`config.mk`:
```
export PLATFORM = sky130hd
export DESIGN_NAME = display_scan_flat
export DESIGN_NICKNAME = d
export VERILOG_FILES = /design/src/rtl/display_pkg.sv /design/src/rtl/display_scan_if.sv /design/src/rtl/display_scan_slot_timer.sv /design/src/rtl/display_scan.sv /design/src/flat_wrapper.sv
export SDC_FILE = /design/constraint.sdc
export NUM_CORES = 1
export LEC_CHECK = 0
export BUFFER_PORTS_ARGS = -buffer_cell sky130_fd_sc_hd__buf_2
export CORE_UTILIZATION = 40
export DETAILED_ROUTE_END_ITERATION = 10
export PLACE_DENSITY = 0.64
export SLEW_MARGIN = 20
export SYNTH_ARGS = -nofsm -noshare
export SYNTH_HDL_FRONTEND = slang
export SYNTH_SLANG_ARGS = --single-unit
```
`constraint.sdc`:
```
create_clock -name clk -period 4.5 [get_ports clk]
set_input_delay 1.35 -clock clk [delete_from_list [all_inputs] [get_ports clk]]
set_output_delay 1.35 -clock clk [all_outputs]
set_load 0.01 [all_outputs]
```
`src/rtl/display_pkg.sv`:
```
// ---------------------------------------------------------------------------
// display_pkg
// Shared types and constants for the 4-digit seven-segment scan controller.
//   DIGITS       : number of multiplexed digits
//   AN_OFF       : anode pattern with every digit dark (anodes are active low)
//   scan_state_t : per-slot phase, BLANK (anti-ghosting gap) or DRIVE
//   digit_idx_t  : index of the digit currently being scanned
// ---------------------------------------------------------------------------
package display_pkg;

   localparam int         DIGITS = 4;
   localparam logic [3:0] AN_OFF = 4'b1111;

   typedef enum logic {
      BLANK = 1'b0,
      DRIVE = 1'b1
   } scan_state_t;

   typedef logic [1:0] digit_idx_t;

endpackage

```
`src/rtl/display_scan_if.sv`:
```
// ---------------------------------------------------------------------------
// display_scan_if
// Bundles the control/data inputs and display outputs of display_scan.
//   master : the host side (drives en/load/value/dp_in, observes the display)
//   slave  : the scan controller itself
// Signals:
//   en, load, value[15:0], dp_in[3:0]           host -> controller
//   nibble[3:0], an[3:0], dp, frame_tick, pend  controller -> host/board
// ---------------------------------------------------------------------------
interface display_scan_if;

   logic        en;
   logic        load;
   logic [15:0] value;
   logic [3:0]  dp_in;
   logic [3:0]  nibble;
   logic [3:0]  an;
   logic        dp;
   logic        frame_tick;
   logic        pend;

   modport master (
      output en, load, value, dp_in,
      input  nibble, an, dp, frame_tick, pend
   );

   modport slave (
      input  en, load, value, dp_in,
      output nibble, an, dp, frame_tick, pend
   );

endinterface

```
`src/rtl/display_scan_slot_timer.sv`:
```
// ---------------------------------------------------------------------------
// slot_timer
// Per-digit slot counter for display_scan. Counts 0..CLK_DIV-1 while en is
// high and holds otherwise. Lookahead flags describe the count that will be
// present after the next edge so the parent can register its outputs in step
// with the counter.
// Ports:
//   clk, rst   clock, asynchronous active-high reset
//   en         count enable
//   wrap       current count is CLK_DIV-1 and will wrap on this edge
//   blank_nxt  next count is inside the blanking window (< BLANK_CYC)
//   last_nxt   next count is the final count of the slot (CLK_DIV-1)
// ---------------------------------------------------------------------------
module slot_timer #(
   parameter int CLK_DIV   = 1024,
   parameter int BLANK_CYC = 16
) (
   input  logic clk,
   input  logic rst,
   input  logic en,
   output logic wrap,
   output logic blank_nxt,
   output logic last_nxt
);

   localparam int            CW        = $clog2(CLK_DIV);
   localparam logic [CW-1:0] CNT_MAX   = CW'(CLK_DIV - 1);
   localparam logic [CW-1:0] CNT_BLANK = CW'(BLANK_CYC);
   localparam logic [CW-1:0] CNT_ONE   = CW'(1);

   logic [CW-1:0] cnt_r;
   logic [CW-1:0] cnt_next_s;

   // Next count, wrap detection and lookahead phase flags.
   always_comb begin
      cnt_next_s = cnt_r;
      wrap       = 1'b0;
      if (en) begin
         if (cnt_r == CNT_MAX) begin
            wrap       = 1'b1;
            cnt_next_s = '0;
         end else begin
            cnt_next_s = cnt_r + CNT_ONE;
         end
      end else begin
         cnt_next_s = cnt_r;
      end
      blank_nxt = (cnt_next_s < CNT_BLANK);
      last_nxt  = (cnt_next_s == CNT_MAX);
   end

   // Slot counter register.
   always_ff @(posedge clk or posedge rst) begin
      if (rst) begin
         cnt_r <= '0;
      end else begin
         cnt_r <= cnt_next_s;
      end
   end

endmodule

```
`src/rtl/display_scan.sv`:
```
// ---------------------------------------------------------------------------
// display_scan
// Time-multiplexed scan controller for a 4-digit common-anode seven-segment
// display. One digit is selected per slot of CLK_DIV cycles; the first
// BLANK_CYC cycles of each slot keep every anode off to stop ghosting, while
// the digit's nibble is already presented to the hex decoder. New values are
// double-buffered and only take effect at a frame boundary.
// Ports:
//   clk, rst  clock, asynchronous active-high reset
//   bus       display_scan_if.slave: en, load, value, dp_in (in);
//             nibble, an (active low), dp (active low), frame_tick, pend (out)
// Build option:
//   LEADING_ZERO_BLANK_EN  when defined, leading zero digits (with no decimal
//                          point at or above them) are kept dark; digit 0 is
//                          always shown.
// ---------------------------------------------------------------------------
module display_scan
   import display_pkg::*;
#(
   parameter int CLK_DIV   = 1024,
   parameter int BLANK_CYC = 16
) (
   input  logic           clk,
   input  logic           rst,
   display_scan_if.slave  bus
);

   logic        wrap_s;
   logic        blank_nxt_s;
   logic        last_nxt_s;

   digit_idx_t  idx_r;
   digit_idx_t  idx_next_s;
   scan_state_t state_r;
   scan_state_t state_next_s;
   logic        frame_end_s;

   logic [15:0] act_val_r;
   logic [3:0]  act_dp_r;
   logic [15:0] act_val_next_s;
   logic [3:0]  act_dp_next_s;
   logic [15:0] pend_val_r;
   logic [3:0]  pend_dp_r;
   logic [15:0] pend_val_next_s;
   logic [3:0]  pend_dp_next_s;
   logic        pend_r;
   logic        pend_next_s;

   logic [3:0]  an_r;
   logic        dp_r;
   logic [3:0]  nibble_r;
   logic        tick_r;
   logic [3:0]  an_next_s;
   logic        dp_next_s;
   logic [3:0]  nibble_next_s;
   logic        tick_next_s;
   logic        show_s;
`ifdef LEADING_ZERO_BLANK_EN
   logic        upper_zero_s;
`endif

   slot_timer #(
      .CLK_DIV   (CLK_DIV),
      .BLANK_CYC (BLANK_CYC)
   ) u_slot_timer (
      .clk       (clk),
      .rst       (rst),
      .en        (bus.en),
      .wrap      (wrap_s),
      .blank_nxt (blank_nxt_s),
      .last_nxt  (last_nxt_s)
   );

   // Digit index advance and double-buffer transfer at the frame boundary.
   always_comb begin
      frame_end_s     = wrap_s && (idx_r == 2'd3);
      idx_next_s      = wrap_s ? (idx_r + 2'd1) : idx_r;
      act_val_next_s  = act_val_r;
      act_dp_next_s   = act_dp_r;
      pend_val_next_s = pend_val_r;
      pend_dp_next_s  = pend_dp_r;
      pend_next_s     = pend_r;
      if (frame_end_s) begin
         // A load landing on the boundary bypasses the pending buffer.
         pend_next_s = 1'b0;
         if (bus.load) begin
            act_val_next_s = bus.value;
            act_dp_next_s  = bus.dp_in;
         end else if (pend_r) begin
            act_val_next_s = pend_val_r;
            act_dp_next_s  = pend_dp_r;
         end else begin
            act_val_next_s = act_val_r;
            act_dp_next_s  = act_dp_r;
         end
      end else if (bus.load) begin
         pend_val_next_s = bus.value;
         pend_dp_next_s  = bus.dp_in;
         pend_next_s     = 1'b1;
      end else begin
         pend_next_s = pend_r;
      end
   end

   // Leading-zero suppression for the digit that will be scanned next.
   always_comb begin
`ifdef LEADING_ZERO_BLANK_EN
      upper_zero_s = 1'b1;
      for (int i = 0; i < DIGITS; i++) begin
         if ((i >= int'(idx_next_s)) &&
             ((act_val_next_s[i*4 +: 4] != 4'h0) || act_dp_next_s[i])) begin
            upper_zero_s = 1'b0;
         end else begin
            upper_zero_s = upper_zero_s;
         end
      end
      show_s = !(upper_zero_s && (idx_next_s != 2'd0));
`else
      show_s = 1'b1;
`endif
   end

   // FSM next state and next registered outputs, all derived from the
   // post-edge position so an/nibble/dp switch together with the counter.
   always_comb begin
      state_next_s  = state_r;
      an_next_s     = AN_OFF;
      dp_next_s     = 1'b1;
      nibble_next_s = nibble_r;
      tick_next_s   = 1'b0;
      if (bus.en) begin
         state_next_s  = blank_nxt_s ? BLANK : DRIVE;
         nibble_next_s = act_val_next_s[{idx_next_s, 2'b00} +: 4];
         tick_next_s   = last_nxt_s && (idx_next_s == 2'd3);
         case (state_next_s)
            BLANK: begin
               an_next_s = AN_OFF;
               dp_next_s = 1'b1;
            end
            DRIVE: begin
               if (show_s) begin
                  an_next_s = ~(4'b0001 << idx_next_s);
                  dp_next_s = ~act_dp_next_s[idx_next_s];
               end else begin
                  an_next_s = AN_OFF;
                  dp_next_s = 1'b1;
               end
            end
            default: begin
               an_next_s = AN_OFF;
               dp_next_s = 1'b1;
            end
         endcase
      end else begin
         state_next_s = state_r;
      end
   end

   // FSM state and digit index registers.
   always_ff @(posedge clk or posedge rst) begin
      if (rst) begin
         state_r <= BLANK;
         idx_r   <= 2'd0;
      end else begin
         state_r <= state_next_s;
         idx_r   <= idx_next_s;
      end
   end

   // Active and pending display buffers.
   always_ff @(posedge clk or posedge rst) begin
      if (rst) begin
         act_val_r  <= 16'h0000;
         act_dp_r   <= 4'h0;
         pend_val_r <= 16'h0000;
         pend_dp_r  <= 4'h0;
         pend_r     <= 1'b0;
      end else begin
         act_val_r  <= act_val_next_s;
         act_dp_r   <= act_dp_next_s;
         pend_val_r <= pend_val_next_s;
         pend_dp_r  <= pend_dp_next_s;
         pend_r     <= pend_next_s;
      end
   end

   // Registered display outputs.
   always_ff @(posedge clk or posedge rst) begin
      if (rst) begin
         an_r     <= AN_OFF;
         dp_r     <= 1'b1;
         nibble_r <= 4'h0;
         tick_r   <= 1'b0;
      end else begin
         an_r     <= an_next_s;
         dp_r     <= dp_next_s;
         nibble_r <= nibble_next_s;
         tick_r   <= tick_next_s;
      end
   end

   assign bus.an         = an_r;
   assign bus.dp         = dp_r;
   assign bus.nibble     = nibble_r;
   assign bus.frame_tick = tick_r;
   assign bus.pend       = pend_r;

endmodule

```
`src/flat_wrapper.sv`:
```
// flat-port wrapper written by rule: the top's interface ports become plain ports
module display_scan_flat import display_pkg::*;
#(
   parameter int CLK_DIV   = 1024,
   parameter int BLANK_CYC = 16
)
  (clk, rst, bus_en, bus_load, bus_value, bus_dp_in, bus_nibble, bus_an, bus_dp, bus_frame_tick, bus_pend);
  display_scan_if bus_i ();
  input  logic clk;
  input  logic rst;
  input wire logic [$bits(bus_i.en)-1:0] bus_en;
  input wire logic [$bits(bus_i.load)-1:0] bus_load;
  input wire logic [$bits(bus_i.value)-1:0] bus_value;
  input wire logic [$bits(bus_i.dp_in)-1:0] bus_dp_in;
  output wire logic [$bits(bus_i.nibble)-1:0] bus_nibble;
  output wire logic [$bits(bus_i.an)-1:0] bus_an;
  output wire logic [$bits(bus_i.dp)-1:0] bus_dp;
  output wire logic [$bits(bus_i.frame_tick)-1:0] bus_frame_tick;
  output wire logic [$bits(bus_i.pend)-1:0] bus_pend;
  assign bus_i.en = bus_en;
  assign bus_i.load = bus_load;
  assign bus_i.value = bus_value;
  assign bus_i.dp_in = bus_dp_in;
  assign bus_nibble = bus_i.nibble;
  assign bus_an = bus_i.an;
  assign bus_dp = bus_i.dp;
  assign bus_frame_tick = bus_i.frame_tick;
  assign bus_pend = bus_i.pend;
  display_scan #(.CLK_DIV(CLK_DIV), .BLANK_CYC(BLANK_CYC)) u_core (.clk(clk), .rst(rst), .bus(bus_i));
endmodule
```
==> results.md <==
- Core footprint: 7410 um^2
- Via density per instance: 5.69
- Total gr overflow: 0
- Total Negative Setup Slacks: 0 ns
- Critical Path Source Type: input port
- Final Critical Period: 3.25 ns
- CP Capture Point: u_core.bus.nibble[1]$_DFFE_PP0P_
- Maximum VDD drop: 0.176 mV
- Antenna diodes: 0
- Setup slack, reg-to-reg: 1.77 ns
- Reg2reg end: u_core.bus.nibble[1]$_DFFE_PP0P_
- Die width: 90.6 um
- Port bufs: 34
- Post-synth ARST share: 1.00
- Clk_lat worst skew: 0.35 ns
- 1st-iter DRT viols: 144
- Synth cell count leaders: 58 x dfrtp_1, 20 x nand2_1, 19 x mux2_2, 14 x nor2_1, 14 x o21ai_0
- Final hold violations: 0
- Worst setup startpoint: bus_en
- Drt drc: 0
- Unrepaired setup endpoints after global routing: no
- Initial antenna violation count: 0
- Sequential area share after synthesis: 0.504
- Max Cap Viol: 0
- Final ANT Viol Nets: 0
- Leading post-synthesis cells by cell area: dfrtp_1 46%, mux2_2 6.8%, dfstp_2 4.2%
- Pwr Density: 392 nW/um^2
- Final period util: 0.723
- Final wirelength: 7.09 mm
- Placed Cells: 407
- First-pass detailed-route iteration total: 4
- Crit path DAT: 3.48 ns
- Yosys synthesis warning count: 0
- Setup WS post-layout: 1.25 ns
- Clock buffer count from CTS: 9
- CTS tree: done
- Wirelength per Cell: 16.8 um
- Min-delay worst type: reg -> reg
- Clock Path Buffers: 2
- CP cell instances: buf_2, and2_1, and4_1, a2bb2oi_1, nand4b_1, o311ai_1, o32a_1
- CTS H-Tree Depth: 3
- P_leak: 1.59 nW
- Worst-Margin Slew: 0.898 ns
- Critical path's slowest cell: and4_1
- Pwr Total: 1.41 mW
- Clk slew on worst S/H paths: 0.07 ns
- Vias in the first global route: 2339
- Hpwl dp: 5.04 mm
- CP peak stage delay: 0.66 ns
- Clock power frac: 0.404
- First-pass GRT wire length: 11.9 mm
- Switching share of power: 0.263
- CP Data Required Time: 4.73 ns
- Crit path max fanout: 18
- Fmax: 308 MHz
- Global placement routability congestion: 0.896
- Global-route usage over all layers: 0.188
- P_int: 1.04 mW
- Synth unique cells: 61
- Yosys reg bits: 63
- Clock Sinks: 63
- Avg Cell Area, Syn: 10.8 um^2
- # hold bufs at CTS: 0
- Core Rows: 31
- Post-synth top flop: dfrtp_1
- Setup Buffers After CTS: 0
- Clk_skew: 0.0104 ns
- Finished Layout Cells: 423
- Layout cells sized above 1: 0.290
- Die Span Y: 90.6 um
- R2r worst-path depth: 6
- Outcome: finished, final reports clean
- Die footprint: 8200 um^2
- Cell area after synthesis: 3140 um^2
- Syn nets: 317
- CP Class: in -> reg
- Flop pwr share: 0.470
- Starting Density: 0.424
- Top-count cell post-synth: dfrtp_1
- Relative slew margins: 0.400
- Post-synth top area share: 0.463
- Post-synth EDFFs: 0
- Final slew viol count: 0
- R2r startpoint: u_core.idx_r[0]$_DFF_PP0_
- Cell accounting for the most synthesized area: dfrtp_1
- Cells after Synth: 291
- Root Buffer: clkbuf_8
- Largest net degree at the start of global routing: 36
- Pre-CTS WS: 0.884 ns
- Nets: 345
- IO Pins: 35
- Routed vias: 2405
- Cts repair resizes: 0
- Post-layout util: 0.484
- Final number of setup-violating endpoints: 0
- Switching power: 370 uW
- Critical path endpoint category: flop
- Combinational Power Share: 0.126
- Synth-to-layout area growth: 14.2%
[state kept, by name, indices dropped and copies added (netlist names)]
name / flops
u_core.bus.pend: 1
u_core.bus.nibble: 4
u_core.pend_val_r: 16
u_core.act_dp_r: 4
u_core.idx_r: 2
u_core.bus.an: 4
u_core.bus.dp: 1
u_core.pend_dp_r: 4
u_core.u_slot_timer.cnt_r: 10
u_core.bus.frame_tick: 1
u_core.act_val_r: 16
[metal layers]
layer	routed length [um]	global-route usage
met1	3320	0.261
met2	3270	0.280
met3	356	0.0530
met4	149	0.0672
met5	0	0
[power groups by stage]
stage / combinational [mW] / clock (mW) / sequential, mW
6_report: 0.177 / 0.568 / 0.660
5_1_grt: 0.201 / 0.606 / 0.668
3_3_place_gp: 0.176 / 0 / 0.670
2_1_floorplan: 0.135 / 0 / 0.663
3_5_place_dp: 0.178 / 0 / 0.671
4_1_cts: 0.180 / 0.578 / 0.660
[worst min path at each step]
| stage | from | end | slack (ns) | depth (start not counted) |
|---|---|---|---|---|
| 2_1_floorplan | u_core.act_val_r[10]$_DFF_PP0_ | u_core.act_val_r[10]$_DFF_PP0_ | 0.45 | 2 |
| 3_3_place_gp | u_core.pend_val_r[15]$_DFFE_PP0P_ | u_core.pend_val_r[15]$_DFFE_PP0P_ | 0.47 | 2 |
| 3_5_place_dp | u_core.act_dp_r[0]$_DFF_PP0_ | u_core.act_dp_r[0]$_DFF_PP0_ | 0.48 | 1 |
| 4_1_cts | u_core.act_dp_r[0]$_DFF_PP0_ | u_core.act_dp_r[0]$_DFF_PP0_ | 0.49 | 1 |
| 5_1_grt | u_core.act_dp_r[0]$_DFF_PP0_ | u_core.act_dp_r[0]$_DFF_PP0_ | 0.51 | 1 |
| 6_report | u_core.act_val_r[11]$_DFF_PP0_ | u_core.act_val_r[11]$_DFF_PP0_ | 0.49 | 2 |
[placed cells by master, fill, tap and decap left out, types with 2 or more instances in the layout]
cell type   Yosys  layout
dfrtp_1        58      58
buf_2           6      34
nand2_1        20      20
mux2_2         19      19
o21ai_0        14      14
nor2_1         14      14
nand3_1        12      12
nand4_1        11      11
clkbuf_8        0      11
a22o_1          9       9
a22oi_1         9       9
inv_1           8       7
a31oi_1         7       7
a2bb2oi_1       6       6
a21oi_1         6       6
dfstp_2         5       5
and4_1          4       4
nand2_2         4       4
xor2_1          4       4
o22ai_1         4       4
mux2i_1         4       4
buf_4           2       4
nand2b_1        3       3
o2bb2ai_1       3       3
xnor2_1         3       3
nor3_1          3       3
nand4_2         2       2
and3_1          2       2
or3_1           2       2
nor3b_1         2       2
a221oi_1        2       2
a41oi_1         2       2
ha_1            2       2
clkinvlp_4      0       2
bufinv_16       0       2
[logic make-up (layout without fill, tap and decap cells)]
| kind of cell | after synthesis | count (layout) | synth area share |
|---|---|---|---|
| AOI/OAI and AO/OA | 78 | 78 | 0.184 |
| xor gates and xnor gates | 7 | 7 | 0.0195 |
| adders and majority gates | 2 | 2 | 0.00797 |
| buffers and inverters | 29 | 62 | 0.0443 |
| DFF | 63 | 63 | 0.504 |
| muxes | 23 | 23 | 0.0809 |
| and+or+nand+nor | 89 | 89 | 0.159 |
[metrics by stage]
step	hold WS (ns)	instance area, um^2
2_1_floorplan	0.451	3140
3_3_place_gp	0.470	3350
3_5_place_dp	0.477	3350
4_1_cts	0.494	3580
5_1_grt	0.507	3580
6_report	0.492	3580
[critical path: cells and delay by family]
kind / cells / cell delay [ns]
and+or+nand+nor: 3 / 1.14
AOI/OAI and AO/OA: 3 / 0.67
buffers and inverters: 1 / 0.31
[layout make-up]
class | count | area [um^2]
flip-flops and latches | 63 | 1580
clock buffers | 11 | 151
well taps | 99 | 124
clock inverters | 5 | 80.1
fillers | 692 | 3820
inverters | 8 | 30.0
repair buffers | 38 | 200
multi-input cells | 199 | 1420
(Power assumes the default switching activity.)
